--- src/rtl/bsg_nonsynth_dramsim3_ch_router.sv ---
// Channel router for DRAMSim3 channel models.
//
// Takes one request stream (v_i/ready_o) carrying global byte addresses,
// decodes the channel index according to address_mapping_p, strips the
// channel bits out of the address and buffers each request in a per-channel
// FIFO. Per-channel read responses are merged back into a single stream by a
// round-robin arbiter feeding a one-entry output register.
//
// Ports:
//   clk_i, reset_n_i         clock, asynchronous active-low reset
//   v_i .. mask_i, ready_o   incoming request (accepted on v_i & ready_o)
//   ch_*_o, ch_yumi_i        per-channel request heads, consumed by ch_yumi_i
//   ch_resp_*                per-channel read responses, taken by ch_resp_yumi_o
//   resp_*                   merged response stream, consumed by resp_yumi_i
//
// address_mapping_p encodings:
//   0 = e_ro_ra_bg_ba_co_ch, 1 = e_ro_ra_bg_ba_ch_co, 2 = e_ro_ch_ra_ba_bg_co
module bsg_nonsynth_dramsim3_ch_router #(
  parameter int unsigned channel_addr_width_p = 16,
  parameter int unsigned data_width_p         = 32,
  parameter int unsigned num_channels_p       = 1,
  parameter int unsigned num_columns_p        = 1024,
  parameter int unsigned num_rows_p           = 1024,
  parameter int unsigned num_ba_p             = 4,
  parameter int unsigned num_bg_p             = 4,
  parameter int unsigned num_ranks_p          = 1,
  parameter int unsigned address_mapping_p    = 0,
  parameter int unsigned fifo_els_p           = 2,
  parameter int unsigned debug_p              = 0,
  localparam int unsigned lg_ch_lp      = (num_channels_p > 1) ? $clog2(num_channels_p) : 1,
  localparam int unsigned addr_width_lp = $clog2(num_channels_p) + channel_addr_width_p,
  localparam int unsigned mask_width_lp = data_width_p >> 3
) (
  input  logic                                         clk_i,
  input  logic                                         reset_n_i,

  input  logic                                         v_i,
  input  logic                                         write_not_read_i,
  input  logic [addr_width_lp-1:0]                     addr_i,
  input  logic [data_width_p-1:0]                      data_i,
  input  logic [mask_width_lp-1:0]                     mask_i,
  output logic                                         ready_o,

  output logic [num_channels_p-1:0]                    ch_v_o,
  output logic [num_channels_p-1:0]                    ch_write_not_read_o,
  output logic [num_channels_p*channel_addr_width_p-1:0] ch_addr_o,
  output logic [num_channels_p*data_width_p-1:0]       ch_data_o,
  output logic [num_channels_p*mask_width_lp-1:0]      ch_mask_o,
  input  logic [num_channels_p-1:0]                    ch_yumi_i,

  input  logic [num_channels_p-1:0]                    ch_resp_v_i,
  input  logic [num_channels_p*data_width_p-1:0]       ch_resp_data_i,
  output logic [num_channels_p-1:0]                    ch_resp_yumi_o,

  output logic                                         resp_v_o,
  output logic [data_width_p-1:0]                      resp_data_o,
  output logic [lg_ch_lp-1:0]                          resp_ch_o,
  input  logic                                         resp_yumi_i
);

  localparam int unsigned e_ro_ra_bg_ba_co_ch = 0;
  localparam int unsigned e_ro_ra_bg_ba_ch_co = 1;

  localparam int unsigned ch_bits_lp = $clog2(num_channels_p);
  localparam int unsigned bo_lp      = (mask_width_lp > 1) ? $clog2(mask_width_lp) : 1;
  localparam int unsigned lg_co_lp   = $clog2(num_columns_p);
  localparam int unsigned lg_bg_lp   = $clog2(num_bg_p);
  localparam int unsigned lg_ba_lp   = $clog2(num_ba_p);
  localparam int unsigned lg_ra_lp   = $clog2(num_ranks_p);

  // Bit position of the lowest channel bit in the global address.
  localparam int unsigned ch_pos_lp =
      (address_mapping_p == e_ro_ra_bg_ba_co_ch) ? bo_lp :
      (address_mapping_p == e_ro_ra_bg_ba_ch_co) ? bo_lp + lg_co_lp :
      bo_lp + lg_co_lp + lg_bg_lp + lg_ba_lp + lg_ra_lp;

  localparam int unsigned entry_w_lp = 1 + channel_addr_width_p + data_width_p + mask_width_lp;
  localparam int unsigned ptr_w_lp   = $clog2(fifo_els_p);
  localparam int unsigned cnt_w_lp   = $clog2(fifo_els_p + 1);

  // Channel-local address: channel bits squeezed out, byte offset zeroed.
  function automatic logic [channel_addr_width_p-1:0] unmap(input logic [addr_width_lp-1:0] a);
    logic [channel_addr_width_p-1:0] r;
    r = '0;
    for (int i = 0; i < int'(channel_addr_width_p); i++) begin
      if (i < int'(bo_lp))          r[i] = 1'b0;
      else if (i < int'(ch_pos_lp)) r[i] = a[i];
      else                          r[i] = a[i + int'(ch_bits_lp)];
    end
    return r;
  endfunction

  // ---------------- request path ----------------
  logic [lg_ch_lp-1:0]       req_ch;
  logic [entry_w_lp-1:0]     wr_entry;
  logic [num_channels_p-1:0] full, empty;

  if (num_channels_p == 1) begin : g_one_ch
    assign req_ch = '0;
  end else begin : g_multi_ch
    assign req_ch = lg_ch_lp'(addr_i >> ch_pos_lp);
  end

  assign wr_entry = {write_not_read_i, unmap(addr_i), data_i, mask_i};
  // No credit for a same-cycle dequeue: a full FIFO always stalls.
  assign ready_o  = ~full[req_ch];

  for (genvar c = 0; c < int'(num_channels_p); c++) begin : g_fifo
    logic [entry_w_lp-1:0] mem_q [fifo_els_p];
    logic [ptr_w_lp-1:0]   rd_q, wr_q;
    logic [cnt_w_lp-1:0]   cnt_q;
    logic                  enq, deq;

    assign full[c]  = (cnt_q == cnt_w_lp'(fifo_els_p));
    assign empty[c] = (cnt_q == '0);
    assign enq      = v_i & ~full[c] & (req_ch == lg_ch_lp'(c));
    assign deq      = ch_yumi_i[c] & ~empty[c];

    always_ff @(posedge clk_i or negedge reset_n_i) begin
      if (!reset_n_i) begin
        rd_q  <= '0;
        wr_q  <= '0;
        cnt_q <= '0;
      end else begin
        if (enq) wr_q <= (wr_q == ptr_w_lp'(fifo_els_p - 1)) ? '0 : wr_q + 1'b1;
        if (deq) rd_q <= (rd_q == ptr_w_lp'(fifo_els_p - 1)) ? '0 : rd_q + 1'b1;
        if (enq && !deq)      cnt_q <= cnt_q + 1'b1;
        else if (!enq && deq) cnt_q <= cnt_q - 1'b1;
      end
    end

    // Storage needs no reset; the occupancy count alone defines validity.
    always_ff @(posedge clk_i) begin
      if (enq) mem_q[wr_q] <= wr_entry;
    end

    assign ch_v_o[c] = ~empty[c];
    assign {ch_write_not_read_o[c],
            ch_addr_o[c*channel_addr_width_p +: channel_addr_width_p],
            ch_data_o[c*data_width_p +: data_width_p],
            ch_mask_o[c*mask_width_lp +: mask_width_lp]} = mem_q[rd_q];
  end

  // ---------------- response path ----------------
  logic                    resp_v_q;
  logic [data_width_p-1:0] resp_data_q;
  logic [lg_ch_lp-1:0]     resp_ch_q, ptr_q, ptr_next, gnt;
  logic                    found, load_en, do_grant;

  assign load_en  = ~resp_v_q | resp_yumi_i;
  assign do_grant = load_en & found;

  // First requesting channel at or after the priority pointer, wrapping.
  always_comb begin
    int unsigned idx;
    found = 1'b0;
    gnt   = '0;
    for (int unsigned i = 0; i < num_channels_p; i++) begin
      idx = (int'(ptr_q) + i) % num_channels_p;
      if (!found && ch_resp_v_i[idx]) begin
        found = 1'b1;
        gnt   = lg_ch_lp'(idx);
      end
    end
  end

  assign ptr_next = (gnt == lg_ch_lp'(num_channels_p - 1)) ? '0 : gnt + 1'b1;

  always_comb begin
    ch_resp_yumi_o = '0;
    if (do_grant && reset_n_i) ch_resp_yumi_o[gnt] = 1'b1;
  end

  always_ff @(posedge clk_i or negedge reset_n_i) begin
    if (!reset_n_i) begin
      resp_v_q    <= 1'b0;
      resp_data_q <= '0;
      resp_ch_q   <= '0;
      ptr_q       <= '0;
    end else if (load_en) begin
      resp_v_q <= found;
      if (found) begin
        resp_data_q <= ch_resp_data_i[gnt*data_width_p +: data_width_p];
        resp_ch_q   <= gnt;
        ptr_q       <= ptr_next;
      end
    end
  end

  assign resp_v_o    = resp_v_q;
  assign resp_data_o = resp_data_q;
  assign resp_ch_o   = resp_ch_q;

`ifndef SYNTHESIS
  yumi_legal: assert property (@(posedge clk_i) disable iff (!reset_n_i)
      (ch_yumi_i & ~ch_v_o) == '0)
    else $error("ch_router: ch_yumi_i=%b while ch_v_o=%b", ch_yumi_i, ch_v_o);

  always_ff @(posedge clk_i) begin
    if (debug_p != 0 && reset_n_i) begin
      if (v_i && ready_o)
        $display("ch_router: enq ch=%0d we=%b addr=%h", req_ch, write_not_read_i, addr_i);
      if (do_grant)
        $display("ch_router: resp grant ch=%0d", gnt);
    end
  end
`endif

endmodule

--- config.mk ---
export PLATFORM = sky130hd
export DESIGN_NAME = bsg_nonsynth_dramsim3_ch_router
export DESIGN_NICKNAME = d
export VERILOG_FILES = /design/src/rtl/bsg_nonsynth_dramsim3_ch_router.sv
export SDC_FILE = /design/constraint.sdc
export NUM_CORES = 1
export LEC_CHECK = 0
export ABC_AREA = 1
export CORE_MARGIN = 8
export CORE_UTILIZATION = 35
export DETAILED_ROUTE_END_ITERATION = 7
export GPL_ROUTABILITY_DRIVEN = 0
export SLEW_MARGIN = 40
export SYNTH_ARGS = -nofsm -noshare
export SYNTH_HDL_FRONTEND = slang
export SYNTH_SLANG_ARGS = --single-unit
--- constraint.sdc ---
create_clock -name clk_i -period 5.4 [get_ports clk_i]
set_input_delay 1.08 -clock clk_i [delete_from_list [all_inputs] [get_ports clk_i]]
set_output_delay 1.08 -clock clk_i [all_outputs]
set_load 0.05 [all_outputs]
# Word-level counts from Yosys, hierarchy flattened
# Memory sizes are Yosys's and may differ from the RTL's.
# Index checks and enable logic that the tools add are counted.
# W data, S select, Z words.
dict set report word_totals {
  inputBits 91
  output_inout_bits 90
  ramBits 102
  reg_bits 37
  n_memories 1
  wordCells 34
}
# name words width rd rd_ports_with_merged_regs wr line_no
set mem_list {}
lappend mem_list {{g_fifo[0].mem_q} 2 51 1 0 1 109} ;# logic [entry_w_lp-1:0] mem_q [fifo_els_p];
dict set report op_classes {
  n_addsub 4
  bitwise_logic 7
  n_eq_ne 1
  n_reduce_logical 8
  mux 8
}
# cell n
set op_table {}
lappend op_table {{$mux W1} 6}
lappend op_table {{$mux W2} 2}
lappend op_table {{$and A1 B1 Y1} 3}
lappend op_table {{$logic_and A1 B1 Y1} 3}
lappend op_table {{$not A1 Y1} 3}
lappend op_table {{$add A1 B1 Y1 const B} 2}
lappend op_table {{$add A2 B1 Y2 const B} 1}
lappend op_table {{$eq A2 B2 Y1 const B} 1}
lappend op_table {{$logic_not A1 Y1} 2}
lappend op_table {{$logic_not A2 Y1} 1}
lappend op_table {{$reduce_and A2 Y1} 1}
lappend op_table {{$reduce_bool A2 Y1} 1}
lappend op_table {{$sub A2 B1 Y2 const B} 1}
lappend op_table {{$or A1 B1 Y1} 1}

# Depth between registers and ports, before layout
dict set report depth {
  ltp_word 7
  mapped_depth 10
  depth_no_buf 10
}

# Worst setup path before layout
# Ideal clock, no wire load.
dict set report synth_path {
  path_kind {input -> register}
  startpoint {input port v_i}
  endpoint {memory g_fifo[0].mem_q[0][0] (netlist name) (enable)}
  path_buffers 0
  setup_time_ns 0.460
  setup_slack_ns 1.583
  arrival_time_ns 3.357
  t_required_ns 4.940
  cell_stages 2
  cell_sequence {nand2_1 > nor2_1}
}
dict set report synth_via {
  elab_chain_cells 3
}
# item line_no
set synth_rtl {}
lappend synth_rtl {{start: declaration} 37} ;# input logic v_i,
lappend synth_rtl {{$and A1 B1 Y1} 116} ;# assign enq = v_i & ~full[c] & (req_ch == lg_ch_lp'(c));
lappend synth_rtl {{$mux W1} 134} ;# if (enq) mem_q[wr_q] <= wr_entry;
lappend synth_rtl {{$mux W1 (implied by the code)} 134}
lappend synth_rtl {{end: declaration} 109}
# No other way between the ends.

# Worst setup path after layout
dict set report layout_path {
  startpoint {input port resp_yumi_i}
  endpoint {output port ch_resp_yumi_o}
}
dict set report layout_via {
  elab_chain_cells 4
}
# item line_no
set layout_rtl {}
lappend layout_rtl {{start: declaration} 58} ;# input logic resp_yumi_i
lappend layout_rtl {{$or A1 B1 Y1} 150} ;# assign load_en = ~resp_v_q | resp_yumi_i;
lappend layout_rtl {{$and A1 B1 Y1} 151} ;# assign do_grant = load_en & found;
lappend layout_rtl {{$logic_and A1 B1 Y1} 171} ;# if (do_grant && reset_n_i) ch_resp_yumi_o[gnt] = 1'b1;
lappend layout_rtl {{$mux W1} 171}
lappend layout_rtl {{end: declaration} 53} ;# output logic [num_channels_p-1:0] ch_resp_yumi_o,
# No other way between the ends.

==> summary.txt <==
Status
  • Outcome: finished clean

Pwr
  • Net switching power: 1940 uW
  • Leakage Power: 0.00327 uW
  • Power density relative to cell area: 606 nW/um2
  • Power share of the clock group: 0.262
  • Internal power summed over all cells: 2810 uW
  • Overall power after layout: 4750 uW
  • Sw Ratio: 0.408
  • Sequential group share of total power: 0.316
  • Maximum ir drop on the vdd rail: 0.210 mV
  • Fraction of power consumed by combinational cells: 0.422

Global routing
  • Vias in the first global route: 3961
  • GR Overflow Total: 0
  • First-pass GRT wire length: 21300 um
  • Total routing usage reported by global routing: 0.141
  • Antenna violations before repair: 0
  • Largest net degree at the start of global routing: 53

Critical path
  • CP required: 4.32 ns
  • Type of element capturing the critical path: output pin
  • Highest net fanout along the worst path: 34
  • Arrival time at the worst endpoint: 3.10 ns
  • Kind of start point of the critical path: input port
  • CP Class: in2out

Floorplanning
  • Core area: 15100 um2
  • Initial core utilization: 0.355
  • Die Outline Area: 19500 um2
  • Number of ports placed on the die boundary: 181
  • Rows: 45
  • Die Ht: 140 um
  • DIE WIDTH: 140 um

STA
  • Number of max-slew violations in the final report: 0
  • Max transition margin: 0.492
  • Peak Freq: 239 MHz
  • Final worst path period share: 0.774
  • Worst-case hold slack: 0.469 ns
  • Clock tree skew after final layout: 0.00834 ns
  • Min Tclk post-route: 4.18 ns
  • Least-Margin Pin Slew: 0.760 ns
  • Unrepaired setup endpoints after global routing: false
  • Final setup fails: 0
  • TNS Setup: 0 ns
  • Number of endpoints with negative hold slack in the final report: 0

Clocking
  • H-Tree Level Count: 4
  • TritonCTS clock tree: done
  • Clock Tree Buf Depth: 2
  • Number of sinks on the clock net: 139
  • Clock slew seen by the registers of the worst setup and hold paths: 0.06 ns
  • CTS resizes: 0
  • Post-CTS repair timing setup buffer count: 0
  • Clk_lat worst skew: 0.42 ns
  • Clock Root Buffer: sky130_fd_sc_hd__clkbuf_16
  • Hold-fix buffers at CTS: 0
  • Number of buffers created by CTS: 17

Placed design
  • Buffers on Ports: 175
  • Post-Place Cells: 792
  • Placed wire-length estimate after detailed placement: 9320 um

Drt
  • Post-route DRC violation count: 0
  • WL per Instance: 16.5 um
  • Count of vias placed by the detailed router: 3725
  • Via-per-instance ratio: 4.52
  • Number of iterations in the first detailed-routing pass: 4
  • Number of design-rule violations left by the first detailed-router iteration: 178
  • Count of antenna-violating nets left after detailed routing: 0
  • Total Routed Length: 13600 um

Worst hold path
  • HP Class: reg2reg

Run
  • Max-capacitance violation count: 0

Cells and area
  • Layout-stage area growth over the synthesis result: 46.4%
  • Post-Route Utilization: 0.520
  • Final #Nets: 715
  • Finished Layout Cells: 824
  • Fraction of final layout cells with drive strength greater than 1: 0.0819

Synthesis
  • Synthesized instance count: 444
  • Register area share after synthesis: 0.744
  • Register bit total from synthesis: 139
  • Mean Syn Cell Area: 12.1 um2
  • Synthesis warning total: 0
  • Post-synthesis instance area: 5360 um2
  • Unique cell type count in the Yosys netlist: 20
==> final timing paths <==
check / slack, ns / startpoint / cells after the start / to
max: 1.22 / resp_yumi_i / 6 / ch_resp_yumi_o
min reg2reg: 0.47 / resp_data_o[23]$_DFFE_PN0P_ / 2 / resp_data_o[23]$_DFFE_PN0P_
max reg2reg: 3.30 / g_fifo[0].cnt_q[0]$_DFFE_PN0P_ / 5 / g_fifo[0].mem_q[1][44]$_DFFE_PP_
min in group asynchronous: 0.73 / reset_n_i / 2 / resp_data_o[20]$_DFFE_PN0P_
min: 0.47 / resp_data_o[23]$_DFFE_PN0P_ / 2 / resp_data_o[23]$_DFFE_PN0P_
max in group asynchronous: 4.28 / reset_n_i / 2 / g_fifo[0].rd_q$_DFFE_PN0P_
==> registers in the layout (all words and copies together) (netlist names) <==
name / count
g_fifo.mem_q: 102
resp_data_o: 32
g_fifo.cnt_q: 2
g_fifo.rd_q: 1
g_fifo.wr_q: 1
resp_v_o: 1
==> critical path: stages <==
cell,delay [ns]
sky130_fd_sc_hd__clkdlybuf4s50_1,0.45
sky130_fd_sc_hd__inv_1,0.06
sky130_fd_sc_hd__nand2_4,0.29
sky130_fd_sc_hd__nand2_8,0.24
sky130_fd_sc_hd__nor2_2,0.15
sky130_fd_sc_hd__clkdlybuf4s50_1,0.82
==> cells in the final DEF (no fill, tap or decap), types with 2 or more instances in the layout <==
| master | n |
|---|---|
| sky130_fd_sc_hd__bufinv_16 | 5 |
| sky130_fd_sc_hd__conb_1 | 3 |
| sky130_fd_sc_hd__clkdlybuf4s50_1 | 174 |
| sky130_fd_sc_hd__nand2_2 | 8 |
| sky130_fd_sc_hd__edfxtp_1 | 102 |
| sky130_fd_sc_hd__dfrtp_1 | 36 |
| sky130_fd_sc_hd__nor2_4 | 2 |
| sky130_fd_sc_hd__nand2_1 | 220 |
| sky130_fd_sc_hd__buf_4 | 7 |
| sky130_fd_sc_hd__clkinv_2 | 4 |
| sky130_fd_sc_hd__nand3_1 | 34 |
| sky130_fd_sc_hd__clkbuf_16 | 17 |
| sky130_fd_sc_hd__inv_1 | 8 |
==> power by group through the flow <==
stage          clock network [uW]  logic [uW]  registers (uW)
2_1_floorplan                   0        1250            1620
3_3_place_gp                    0        2020            1520
6_report                     1240        2010            1500
3_5_place_dp                    0        2030            1530
5_1_grt                      1310        2130            1530
4_1_cts                      1270        2040            1510
==> synth_stat cells, drive strengths merged <==
| library cell | instances | area share |
|---|---|---|
| nand4 | 1 | 0.0012 |
| dfrtp | 37 | 0.17 |
| conb | 1 | 0.00070 |
| nand3 | 34 | 0.032 |
| nand2 | 230 | 0.17 |
| ha | 1 | 0.0023 |
| xor2 | 1 | 0.0016 |
| xnor2 | 1 | 0.0016 |
| edfxtp | 102 | 0.57 |
| nor2 | 3 | 0.0026 |
| buf | 24 | 0.038 |
| inv | 9 | 0.0068 |
==> per-layer routing <==
metal	wire length (um)	global-route usage	up-vias
met1	5810	0.161	1739
met5	0	0	-
met2	6000	0.213	157
met3	1590	0.0824	18
li1	-	-	1811
met4	172	0.0520	0
==> per-stage QoR <==
step / area, um2 / setup WS [ns]
floorplan: 5370 / 1.58
global placement: 7210 / 1.19
detailed placement: 7210 / 1.19
CTS: 7840 / 1.19
global route: 7840 / 1.07
finish: 7850 / 1.22
==> logic make-up (layout without fill, tap and decap cells) <==
logic type / Yosys count / after routing / share of synthesized area
other: 1 / 4 / 0.000700
and+or+nand+nor: 268 / 268 / 0.205
xor gates and xnor gates: 2 / 2 / 0.00327
adders and majority gates: 1 / 1 / 0.00233
buffers and inverters: 33 / 222 / 0.0448
DFF: 139 / 139 / 0.744
==> area by class of cell <==
class | count | area (um2)
antenna | 1 | 2.50
multi-input combinational | 274 | 1150
clock inverter | 13 | 199
timing repair buffer | 182 | 1800
tap | 188 | 235
clock buffer | 18 | 429
sequential | 139 | 3990
inverter | 9 | 36.3
fill | 1343 | 7240
Power figures use the tool's default switching activity.
